$ cat src/rtl/wb_port_arbiter.sv
// Register-file write-port arbiter: the pipeline write-back always wins; multi-cycle results wait in a small FIFO.
// Optional starvation stall request is enabled by defining WB_ARB_STARVE_EN.
module wb_port_arbiter #(
  parameter int DEPTH        = 2,
  parameter int STARVE_LIMIT = 8
) (
  input  logic        clk,
  input  logic        rst_n,
  input  logic        RegWriteW,
  input  logic [4:0]  RdW,
  input  logic [31:0] ResultW,
  input  logic        McValid,
  input  logic [4:0]  McRd,
  input  logic [31:0] McData,
  output logic        McReady,
  output logic        RfWE,
  output logic [4:0]  RfA3,
  output logic [31:0] RfWD,
  input  logic [4:0]  Rs1D,
  input  logic [4:0]  Rs2D,
  output logic        Busy1,
  output logic        Busy2,
  output logic        StallReq
);
  localparam int PW = (DEPTH > 1) ? $clog2(DEPTH) : 1;
  localparam int CW = $clog2(DEPTH + 1);

  logic [DEPTH-1:0] r_vld;
  logic [4:0]       r_rd   [DEPTH];
  logic [31:0]      r_data [DEPTH];
  logic [PW-1:0]    r_rptr, r_wptr;
  logic [CW-1:0]    r_count;

  logic             w_pipe_act, w_push, w_found, w_mc_wr;
  logic [CW-1:0]    w_off, w_lead, w_pop_n;
  logic [PW-1:0]    w_head;
  logic [DEPTH-1:0] w_vld_nxt;

  assign w_pipe_act = RegWriteW && (RdW != 5'd0);
  assign McReady    = rst_n && (r_count < CW'(DEPTH));
  assign w_push     = McValid && McReady && (McRd != 5'd0);

  // Oldest still-valid entry; killed entries ahead of it are dropped in the same cycle.
  always_comb begin
    logic [PW-1:0] idx;
    w_found = 1'b0;
    w_off   = '0;
    for (int k = 0; k < DEPTH; k++) begin
      idx = PW'((int'(r_rptr) + k) % DEPTH);
      if (!w_found && (k < int'(r_count)) && r_vld[idx]) begin
        w_found = 1'b1;
        w_off   = CW'(k);
      end
    end
  end

  assign w_lead  = w_found ? w_off : r_count;
  assign w_head  = PW'((int'(r_rptr) + int'(w_off)) % DEPTH);
  assign w_mc_wr = !w_pipe_act && w_found;
  assign w_pop_n = w_lead + CW'(w_mc_wr);

  always_comb begin
    logic [PW-1:0] idx;
    w_vld_nxt = r_vld;
    for (int i = 0; i < DEPTH; i++) begin
      if (w_pipe_act && (r_rd[i] == RdW)) w_vld_nxt[i] = 1'b0;
    end
    for (int k = 0; k < DEPTH; k++) begin
      idx = PW'((int'(r_rptr) + k) % DEPTH);
      if (k < int'(w_pop_n)) w_vld_nxt[idx] = 1'b0;
    end
    if (w_push) w_vld_nxt[r_wptr] = 1'b1;
  end

  always_ff @(posedge clk or negedge rst_n) begin
    if (!rst_n) begin
      r_vld   <= '0;
      r_rptr  <= '0;
      r_wptr  <= '0;
      r_count <= '0;
    end else begin
      r_vld   <= w_vld_nxt;
      r_rptr  <= PW'((int'(r_rptr) + int'(w_pop_n)) % DEPTH);
      if (w_push) r_wptr <= PW'((int'(r_wptr) + 1) % DEPTH);
      r_count <= r_count + CW'(w_push) - w_pop_n;
    end
  end

  always_ff @(posedge clk) begin
    if (w_push) begin
      r_rd[r_wptr]   <= McRd;
      r_data[r_wptr] <= McData;
    end
  end

  always_comb begin
    RfWE = 1'b0;
    RfA3 = '0;
    RfWD = '0;
    if (rst_n) begin
      if (w_pipe_act) begin
        RfWE = RegWriteW;
        RfA3 = RdW;
        RfWD = ResultW;
      end else if (w_mc_wr) begin
        RfWE = 1'b1;
        RfA3 = r_rd[w_head];
        RfWD = r_data[w_head];
      end
    end
  end

  // Only registered entries count; the result offered this cycle is deliberately ignored.
  always_comb begin
    Busy1 = 1'b0;
    Busy2 = 1'b0;
    for (int i = 0; i < DEPTH; i++) begin
      if (r_vld[i] && (Rs1D != 5'd0) && (r_rd[i] == Rs1D)) Busy1 = 1'b1;
      if (r_vld[i] && (Rs2D != 5'd0) && (r_rd[i] == Rs2D)) Busy2 = 1'b1;
    end
  end

`ifdef WB_ARB_STARVE_EN
  localparam int SW = $clog2(STARVE_LIMIT + 1);
  logic [SW-1:0] r_starve;

  always_ff @(posedge clk or negedge rst_n) begin
    if (!rst_n) begin
      r_starve <= '0;
    end else if (w_mc_wr || (r_count == '0)) begin
      r_starve <= '0;
    end else if (w_pipe_act && (r_starve != SW'(STARVE_LIMIT))) begin
      r_starve <= r_starve + 1'b1;
    end
  end

  assign StallReq = (r_starve == SW'(STARVE_LIMIT));
`else
  assign StallReq = 1'b0;
`endif

endmodule

$ cat config.mk
export PLATFORM = sky130hd
export DESIGN_NAME = wb_port_arbiter
export DESIGN_NICKNAME = d
export VERILOG_FILES = /design/src/rtl/wb_port_arbiter.sv
export SDC_FILE = /design/constraint.sdc
export NUM_CORES = 1
export LEC_CHECK = 0
export CORE_MARGIN = 5
export CORE_UTILIZATION = 67
export DETAILED_ROUTE_END_ITERATION = 6
export DONT_BUFFER_PORTS = 1
export GPL_TIMING_DRIVEN = 0
export PLACE_DENSITY = 0.9
export SLEW_MARGIN = 20
export SYNTH_ARGS = -nofsm -noshare
export SYNTH_HDL_FRONTEND = slang
export SYNTH_SLANG_ARGS = --single-unit
$ cat constraint.sdc
create_clock -name clk -period 7.95 [get_ports clk]
set_input_delay 1.59 -clock clk [delete_from_list [all_inputs] [get_ports clk]]
set_output_delay 1.59 -clock clk [all_outputs]
set_load 0.03 [all_outputs]
==> metrics.md, run 1 <==
| Metric | Value |
|---|---|
| Outcome | `finished clean` |
| Buffer levels on the longest clock path | `2` |
| Hold Crit Depth | `1` |
| Fmax | `0.202 GHz` |
| R2R setup slack | `5.00 ns` |
| DRT met1 WL | `4140 um` |
| Routability Congestion | `0.905` |
| # fillers | `430` |
| Iter 0 DRT Violations | `233` |
| Diode count | `0` |
| Largest net degree at the start of global routing | `21` |
| Post-synth EDFFs | `74` |
| Clock root cell | `clkbuf_8` |
| Total negative slack | `0 ns` |
| Routed Wire Length | `10,800 um` |
| Syn_area_per_cell | `12.3 um2` |
| Net Count, Synth | `459` |
| Worst Max-Slew Pin Slew | `0.964 ns` |
| # hold bufs at CTS | `0` |
| Nature of the critical path startpoint | `primary input` |
| Most common cell on crit path | `buf_6` |
| All-Layer GR Usage | `25.9%` |
| Post-route ant nets | `0` |
| Synth area leaders | `edfxtp_1, mux2i_1, a32oi_1` |
| Commonest cells in the netlist | `edfxtp_1, mux2i_1, a32oi_1, o22ai_1, a22o_1` |
| Vias in the first global route | `3,452` |
| Syn Inst Count | `368` |
| Overall die width | `92.1 um` |
| CP max stage cell | `or4_1` |
| Sequential area share after synthesis | `52.5%` |
| Critical path capture point type | `output port` |
| Mapped Area | `4520 um2` |
| Depth of the CTS H-tree | `3` |
| Clock buffer count from CTS | `9` |
| Synth Warn # | `0` |
| Max_cap viols | `0` |
| WP data arrival | `3.36 ns` |
| RSZ-0062 raised after global routing | `no` |
| # setup viols final | `0` |
| Initial antenna violation count | `0` |
| Io pins | `130` |
| Max VDD drop | `0.195 mV` |
| Most common cell in the synthesized netlist | `edfxtp_1` |
| Top cell type's share of synthesized area | `49.2%` |
| Nets | `472` |
| Slew margin rel. | `35.1%` |
| Final std cells w/o fill | `465` |
| Post-CTS resize count | `0` |
| Period utilisation layout | `62.3%` |
| Distinct cell type count after synthesis | `42` |
| Routed met2 length | `5460 um` |
| Ys flop type | `edfxtp_1` |
| Gr ovfl total | `0` |
| Die area | `8490 um2` |
| Slew Limit Fails | `0` |
| Worst path bufs/invs | `2` |
| CP peak stage delay | `0.51 ns` |
| Row cnt | `30` |
| Initial Util | `67.6%` |
| Hold crit path type | `flop to flop` |
| Core Footprint | `6680 um2` |
| Worst EP required | `6.36 ns` |
| Placed cell count | `450` |
| Vias per cell | `7.03` |
| First-pass GRT wire length | `17,000 um` |
| Area leader, netlist | `edfxtp_1` |
| DP Wirelength | `7620 um` |
| Leakage | `0.00171 uW` |
| Kind of critical path | `primary input to output port` |
| CP delay by family, top | `simple AND/OR/NAND/NOR gates` |
| Reg2reg path depth | `11` |
| Hold Vio Cnt, Final | `0` |
| Worst-path cell chain | `or4_1 > o21a_1 > buf_6 > nor3b_4 > buf_6 > a22o_1` |
| Port Buffers | `0` |
| Max FO, Critical Path | `10` |
| Height of the die | `92.1 um` |
| CTS tree | `yes` |
| Max layer used | `met4` |
| DR pass1 iterations | `5` |
| TritonCTS sink count | `80` |
| FFs w/ async S/R, synth | `7.50%` |
| Flops & latches, synth | `80` |
| Drt drc | `0` |
| Fraction of layout cells with a size suffix above 1 | `8.05%` |
| Wire per inst | `23.3 um` |
| Hold slack | `0.566 ns` |
| Met3 WL post-DR | `974 um` |
| Final Util | `73.3%` |
| Area grow syn2layout | `8.42%` |
| Power density over the cells | `323 nW/um2` |
| Clock latency on the worst-skew pair | `0.35 ns` |
| Clock skew | `0.00503 ns` |
| CTS clk-pin slew, worst paths | `0.07 ns` |
| Fin crit period | `4.95 ns` |
| Vias | `3,267` |
| Setup repair bufs after CTS | `0` |
| Critical Path Stages | `6` |
## through the flow
stage / setup slack, ns / power [uW] / cell area, um2
2_1_floorplan: 3.19 / 1120 / 4520
3_3_place_gp: 2.52 / 1230 / 4620
3_5_place_dp: 2.99 / 1260 / 4690
4_1_cts: 3.01 / 1580 / 4900
5_1_grt: 2.92 / 1670 / 4900
6_report: 3.00 / 1580 / 4900
## worst paths after layout
check / from / endpoint
max reg2reg: r_count[1]$_DFF_PN0_ / r_count[1]$_DFF_PN0_
min reg2reg: r_wptr$_DFFE_PN0P_ / r_wptr$_DFFE_PN0P_
max in group asynchronous: rst_n / r_vld[0]$_DFF_PN0_
min: r_wptr$_DFFE_PN0P_ / r_wptr$_DFFE_PN0P_
max: RdW[1] / RfWD[7]
min in group asynchronous: rst_n / r_wptr$_DFFE_PN0P_
## cells in the final DEF (no fill, tap or decap), drive strengths merged, types with 8 or more instances in the layout
| master | count |
|---|---|
| edfxtp | 74 |
| mux2i | 37 |
| a32oi | 32 |
| xnor2 | 12 |
| clkbuf | 33 |
| o22ai | 32 |
| buf | 18 |
| a22o | 32 |
| nand2 | 8 |
| xor2 | 23 |
## where the power goes
| group | internal, uW | switching (uW) |
|---|---|---|
| logic | 273 | 441 |
| registers | 521 | 31.9 |
| clock network | 176 | 140 |
| total | 969 | 613 |
## routing by layer
| metal | up-vias | track usage (%) |
|---|---|---|
| met2 | 170 | 43.5 |
| met4 | 0 | 13.6 |
| met1 | 1555 | 30.4 |
| met5 | - | 0 |
| li1 | 1517 | - |
| met3 | 25 | 6.97 |
## cell type report
cell class | count | area [um2] | area share [%]
Clock inverter | 5 | 82.6 | 1.69
Timing Repair Buffer | 2 | 55.1 | 1.12
Multi-Input combinational cell | 245 | 1960 | 40.0
Inverter | 4 | 15.0 | 0.306
Buffer | 39 | 185 | 3.78
Sequential cell | 80 | 2370 | 48.4
Clock buffer | 10 | 128 | 2.60
Tap cell | 80 | 100 | 2.04
## sequential cells by signal, indices dropped and copies added (netlist names)
signal and flops:
r_data 64, r_count 2, r_vld 2, r_wptr 1
r_rptr 1, r_rd 10
## kinds of logic (layout without fill, tap and decap cells)
logic type / Yosys count / count (layout) / share of synthesized area, %
AO/OA/AOI/OAI: 123 / 123 / 21.0
flip-flops: 80 / 80 / 52.5
AND/OR/NAND/NOR: 45 / 45 / 5.95
buffers and inverters: 43 / 60 / 4.43
multiplexers: 38 / 38 / 8.44
XOR/XNOR: 35 / 35 / 6.78
adder cells (fa/ha/maj): 3 / 3 / 0.831
other: 1 / 1 / 0.0830
(Power assumes the default switching activity.)
==> run 2, diff against run 1 <==
CORE_UTILIZATION = 58   (was 67)
PLACE_DENSITY = 0.83   (was 0.9)
clock period = 4.5 ns   (was 7.95 ns; I/O delays follow)
==> metrics.md, run 2 (synthesis gave the netlist of run 1 again) <==
| Metric | Value |
|---|---|
| Leakage | `0.00171 uW (-0.33%)` |
| Worst Max-Slew Pin Slew | `0.960 ns (-0.00441 ns)` |
| # setup viols final | `0 (unchanged)` |
| Setup repair bufs after CTS | `0 (unchanged)` |
| Outcome | `finished clean` |
| Critical path capture point type | `output port` |
| Overall die width | `98.3 um (+6.7%)` |
| Final WS setup | `0.878 ns (-2.12 ns)` |
| Buffer levels on the longest clock path | `2 (unchanged)` |
| Io pins | `130 (unchanged)` |
| Clock skew | `0.0103 ns (+0.00525 ns)` |
| Post-route ant nets | `0 (unchanged)` |
| Initial Util | `59.1% (-8.5 points)` |
| Hold crit path type | `primary input to asynchronous set/reset pin` |
| Most used cells in the layout excluding fill and tap cells | `edfxtp_1, mux2i_1, o22ai_1, a32oi_1, a22o_1` |
| Largest register by flop count | `r_data` |
| Diode count | `0 (unchanged)` |
| Height of the die | `98.3 um (+6.7%)` |
| Period utilisation layout | `80.5%` |
| Vias | `3,298 (+0.95%)` |
| DR pass1 iterations | `4 (-1)` |
| Post-CTS resize count | `0 (unchanged)` |
| Iter 0 DRT Violations | `156 (-33%)` |
| Drt drc | `0 (unchanged)` |
| Clock latency on the worst-skew pair | `0.36 ns (about the same)` |
| Initial antenna violation count | `0 (unchanged)` |
| Die area | `9660 um2 (+14%)` |
| Clock buffer count from CTS | `9 (unchanged)` |
| Kind of critical path | `primary input to output port` |
| WP data arrival | `2.72 ns (-0.64 ns)` |
| First-pass GRT wire length | `17,300 um (+1.5%)` |
| # fillers | `585 (+36%)` |
| Wire per inst | `22.8 um (-2.4%)` |
| Final Power | `2810 uW (+77%)` |
| Nature of the critical path startpoint | `primary input` |
| Vias in the first global route | `3,460 (+0.23%)` |
| Max FO, Critical Path | `10 (unchanged)` |
| Max FFs per register | `64 (unchanged)` |
| Nets | `472 (unchanged)` |
| All-Layer GR Usage | `22.5% (-3.4 points)` |
| DP Wirelength | `7780 um (+2.2%)` |
| Fraction of layout cells with a size suffix above 1 | `8.29% (+0.24 points)` |
| Max VDD drop | `0.406 mV (+110%)` |
| Fin crit period | `3.62 ns` |
| Biggest regs | `r_data x64, r_rd x10` |
| Max_cap viols | `0 (unchanged)` |
| Worst slack, placed | `0.883 ns (-2.11 ns)` |
| Commonest non-fill, non-tap cell in the layout | `edfxtp_1` |
| Core Footprint | `7650 um2 (+14%)` |
| Routed Wire Length | `11,100 um (+2.5%)` |
| Row cnt | `32 (+6.7%)` |
| Slew margin rel. | `35.4% (+0.30 points)` |
| Vias per cell | `6.76 (-3.8%)` |
| Port Buffers | `0 (unchanged)` |
| Worst EP required | `3.60 ns (-2.76 ns)` |
| # hold bufs at CTS | `0 (unchanged)` |
| Gr ovfl total | `0 (unchanged)` |
| Clock root cell | `clkbuf_8` |
| Depth of the CTS H-tree | `3 (unchanged)` |
| Slew Limit Fails | `0 (unchanged)` |
| CTS tree | `yes` |
| Largest net degree at the start of global routing | `26 (+24%)` |
| CTS clk-pin slew, worst paths | `0.08 ns (about the same)` |
| Area grow syn2layout | `8.86%` |
| Fmax | `0.276 GHz` |
| Hold Vio Cnt, Final | `0 (unchanged)` |
| RSZ-0062 raised after global routing | `no` |
| Power density over the cells | `571 nW/um2 (+77%)` |
| TritonCTS sink count | `80 (unchanged)` |
| Routability Congestion | `0.867 (-4.2%)` |
==> run 2: changes by cell type in the layout (fill, tap and decap cells not counted) <==
cell	previous run	this run
clkinv_4	2	1
inv_6	0	1
buf_16	2	0
clkbuf_1	24	23
clkinv_1	0	1
clkinvlp_4	0	1
buf_12	0	2
==> run 2: per-stage QoR <==
stage	hold WS, ns	cells	util, %	cell area (um2)	setup TNS (ns)
after global placement	0.481	470	60.8	4650	-21.48
final	0.235	488	64.3	4920	0
after global routing	0.220	488	64.3	4920	0
after detailed placement	0.540	472	61.5	4700	0
after CTS	0.226	488	64.3	4920	0
after floorplan	0.468	368	-	4520	0
==> run 2: final timing paths <==
kind,to,slack (ns),cells after the start,from
worst max-delay path,RfWD[27],0.88,6,RdW[1]
min in group clk,r_wptr$_DFFE_PN0P_,0.55,1,r_wptr$_DFFE_PN0P_
worst min-delay path,r_vld[1]$_DFF_PN0_,0.24,0,rst_n
worst max register to register,r_count[1]$_DFF_PN0_,1.43,11,r_count[1]$_DFF_PN0_
max in group asynchronous,r_vld[0]$_DFF_PN0_,4.19,0,rst_n
worst min register to register,r_wptr$_DFFE_PN0P_,0.55,1,r_wptr$_DFFE_PN0P_
==> run 2: per-layer routing <==
metal	vias to the layer above	share of wire (%)	GRT usage [%]	wire [um]
met1	1600	40	27.0	4470
met2	163	50	38.2	5510
met5	-	0	0	0
met4	0	1.4	7.67	154
met3	13	8.8	7.21	972
li1	1522	-	-	-
==> run 2: area by class of cell <==
type / count / area [um2] / share of cell area (%)
multi-input cells: 245 / 1960 / 39.9
clock buffers: 9 / 124 / 2.52
clock inverters: 7 / 93.8 / 1.91
well taps: 102 / 128 / 2.59
repair buffers: 2 / 40.0 / 0.814
flip-flops and latches: 80 / 2370 / 48.2
plain buffers: 39 / 185 / 3.76
inverters: 4 / 15.0 / 0.305
==> run 2: critical path, cell delays in order <==
cell,delay (ns)
or4_1,0.52
o21a_1,0.22
buf_6,0.15
nor3b_4,0.37
buf_6,0.21
a22o_1,0.36
==> run 2: power by group <==
group | internal, uW | switching, uW
registers | 919 | 55.7
logic | 479 | 779
clock network | 312 | 261
total | 1710 | 1100
==> run 3, diff against run 2 <==
CORE_UTILIZATION = 64   (was 58)
PLACE_DENSITY = 0.87   (was 0.83)
clock period = 3.49 ns   (was 4.5 ns; I/O delays follow)
==> metrics.md, run 3 (synthesis gave the netlist of run 1 again) <==
| Metric | Value |
|---|---|
| Gr ovfl total | `0 (unchanged)` |
| Hold slack | `0.0331 ns (-0.202 ns)` |
| Diode count | `0 (unchanged)` |
| Initial antenna violation count | `0 (unchanged)` |
| Vias in the first global route | `3,263 (-5.7%)` |
| Power density over the cells | `731 nW/um2 (+28%)` |
| Critical path capture point type | `output port` |
| Period utilisation layout | `94.1%` |
| DR pass1 iterations | `5 (+1)` |
| Post-route ant nets | `0 (unchanged)` |
| Slew Limit Fails | `0 (unchanged)` |
| Iter 0 DRT Violations | `210 (+35%)` |
| Outcome | `finished clean` |
| Row cnt | `30 (-6.3%)` |
| Reg2reg path depth | `11 (unchanged)` |
| Height of the die | `94.0 um (-4.3%)` |
| Max_cap viols | `0 (unchanged)` |
| Final Util | `72.2% (+7.8 points)` |
| R2R setup slack | `0.55 ns (-0.88 ns)` |
| Routed Wire Length | `10,800 um (-3.0%)` |
| Max FO, Critical Path | `10 (unchanged)` |
| Max FFs per register | `64 (unchanged)` |
| Commonest non-fill, non-tap cell in the layout | `edfxtp_1` |
| Layer with the highest usage | `met2` |
| Fin crit period | `3.28 ns` |
| Leakage | `0.00171 uW (+0.14%)` |
| CTS tree | `yes` |
| Die area | `8840 um2 (-8.4%)` |
| GRT met3 Usage | `5.69% (-1.5 points)` |
| Clock latency on the worst-skew pair | `0.35 ns (about the same)` |
| Clock root cell | `clkbuf_8` |
| Depth of the CTS H-tree | `3 (unchanged)` |
| WP data arrival | `2.59 ns (-0.13 ns)` |
| Largest net degree at the start of global routing | `24 (-7.7%)` |
| Clock buffer count from CTS | `9 (unchanged)` |
| TritonCTS sink count | `80 (unchanged)` |
| Biggest regs | `r_data x64, r_rd x10` |
| Final Power | `3610 uW (+28%)` |
| Critical Path Source | `r_vld[1]$_DFF_PN0_` |
| # hold bufs at CTS | `0 (unchanged)` |
| Max VDD drop | `0.511 mV (+26%)` |
| Worst Max-Slew Pin Slew | `0.980 ns (+0.0198 ns)` |
| Area grow syn2layout | `9.08%` |
| Vias per cell | `6.85 (+1.4%)` |
| Routability Congestion | `0.910 (+5.0%)` |
| Hold crit path type | `primary input to asynchronous set/reset pin` |
| Port Buffers | `0 (unchanged)` |
| Worst EP required | `2.79 ns (-0.81 ns)` |
| Nature of the critical path startpoint | `flop` |
| First-pass GRT wire length | `16,400 um (-5.1%)` |
| M2 GR Usage | `41.4% (+3.2 points)` |
| Buffer levels on the longest clock path | `2 (unchanged)` |
| Fmax | `0.304 GHz` |
| Overall die width | `94.0 um (-4.3%)` |
| CTS clk-pin slew, worst paths | `0.08 ns (about the same)` |
| Hold Vio Cnt, Final | `0 (unchanged)` |
| DP Wirelength | `7550 um (-3.0%)` |
| RR Endpoint | `r_count[1]$_DFF_PN0_` |
| Drt drc | `0 (unchanged)` |
| Most used cells in the layout excluding fill and tap cells | `edfxtp_1, mux2i_1, o22ai_1, a32oi_1, a22o_1` |
| Kind of critical path | `flop to output port` |
| Largest register by flop count | `r_data` |
| Fraction of layout cells with a size suffix above 1 | `8.29% (unchanged)` |
| Nets | `472 (unchanged)` |
| Core Footprint | `6830 um2 (-11%)` |
| Vias | `3,303 (+0.15%)` |
| Initial Util | `66.2% (+7.1 points)` |
| Wire per inst | `22.4 um (-1.8%)` |
| RSZ-0062 raised after global routing | `no` |
| # setup viols final | `0 (unchanged)` |
| Worst R2R Start | `r_count[1]$_DFF_PN0_` |
| Met1 usage | `30.0% (+3.0 points)` |
| Clock skew | `0.00604 ns (-0.00423 ns)` |
| Io pins | `130 (unchanged)` |
| All-Layer GR Usage | `24.2% (+1.8 points)` |
| Slew margin rel. | `34.1% (-1.3 points)` |
| Capture point of the worst path | `RfWD[17]` |
[run 3: cell types whose count changed in the layout (fill, tap and decap cells not counted), sizes merged]
cell,delta
clkinv,-2
buf,+1
clkinvlp,+1
[run 3: repair_timing]
action | 4_1_cts | 5_1_grt
setup endpoints to repair | 0 | 1
setup buffers | 0 | 0
resized for setup | 0 | 1
[run 3: area by class of cell]
| type | count | area (um2) |
|---|---|---|
| Clock buffer | 10 | 128 |
| Sequential cell | 80 | 2370 |
| Buffer | 39 | 185 |
| Tap cell | 96 | 120 |
| Fill cell | 487 | 1900 |
| Multi-Input combinational cell | 245 | 1960 |
| Timing Repair Buffer | 2 | 55.1 |
| Clock inverter | 6 | 92.6 |
| Inverter | 4 | 15.0 |
[run 3: metal layers]
| metal | wire, um | vias to the layer above |
|---|---|---|
| li1 | - | 1520 |
| met1 | 4140 | 1601 |
| met2 | 5510 | 166 |
| met3 | 976 | 16 |
| met4 | 154 | 0 |
| met5 | 0 | - |
[run 3: worst max-delay path: stages, from the launching register on]
cell and delay, ns:
dfrtp_1 0.39, clkbuf_1 0.38, nand2b_1 0.27, buf_1 0.42, o22ai_1 0.17, a32oi_1 0.25
a22o_1 0.36
[run 3: stage by stage]
step	std cells	worst slack, ns	area [um2]	TNS (ns)
floorplan	368	-0.0863	4520	-6.38
global placement	464	-1.05	4640	-78.71
detailed placement	466	0.327	4710	0
CTS	482	0.205	4930	0
global route	482	0.0150	4930	0
finish	482	0.205	4930	0
[run 3: where the power goes]
group | internal (uW) | switching (uW) | leakage (uW)
logic | 621 | 986 | 0.000860
clock network | 406 | 333 | 0.000103
registers | 1190 | 72.9 | 0.000746
[run 3: how the worst min path moves through the flow]
stage / start / endpoint / slack, ns / cells past startpoint
2_1_floorplan: rst_n / r_count[0]$_DFF_PN0_ / 0.40 / 0
3_3_place_gp: rst_n / r_wptr$_DFFE_PN0P_ / 0.40 / 0
3_5_place_dp: rst_n / r_wptr$_DFFE_PN0P_ / 0.40 / 0
4_1_cts: rst_n / r_vld[1]$_DFF_PN0_ / 0.02 / 0
5_1_grt: rst_n / r_vld[1]$_DFF_PN0_ / 0.01 / 0
6_report: rst_n / r_vld[1]$_DFF_PN0_ / 0.03 / 0
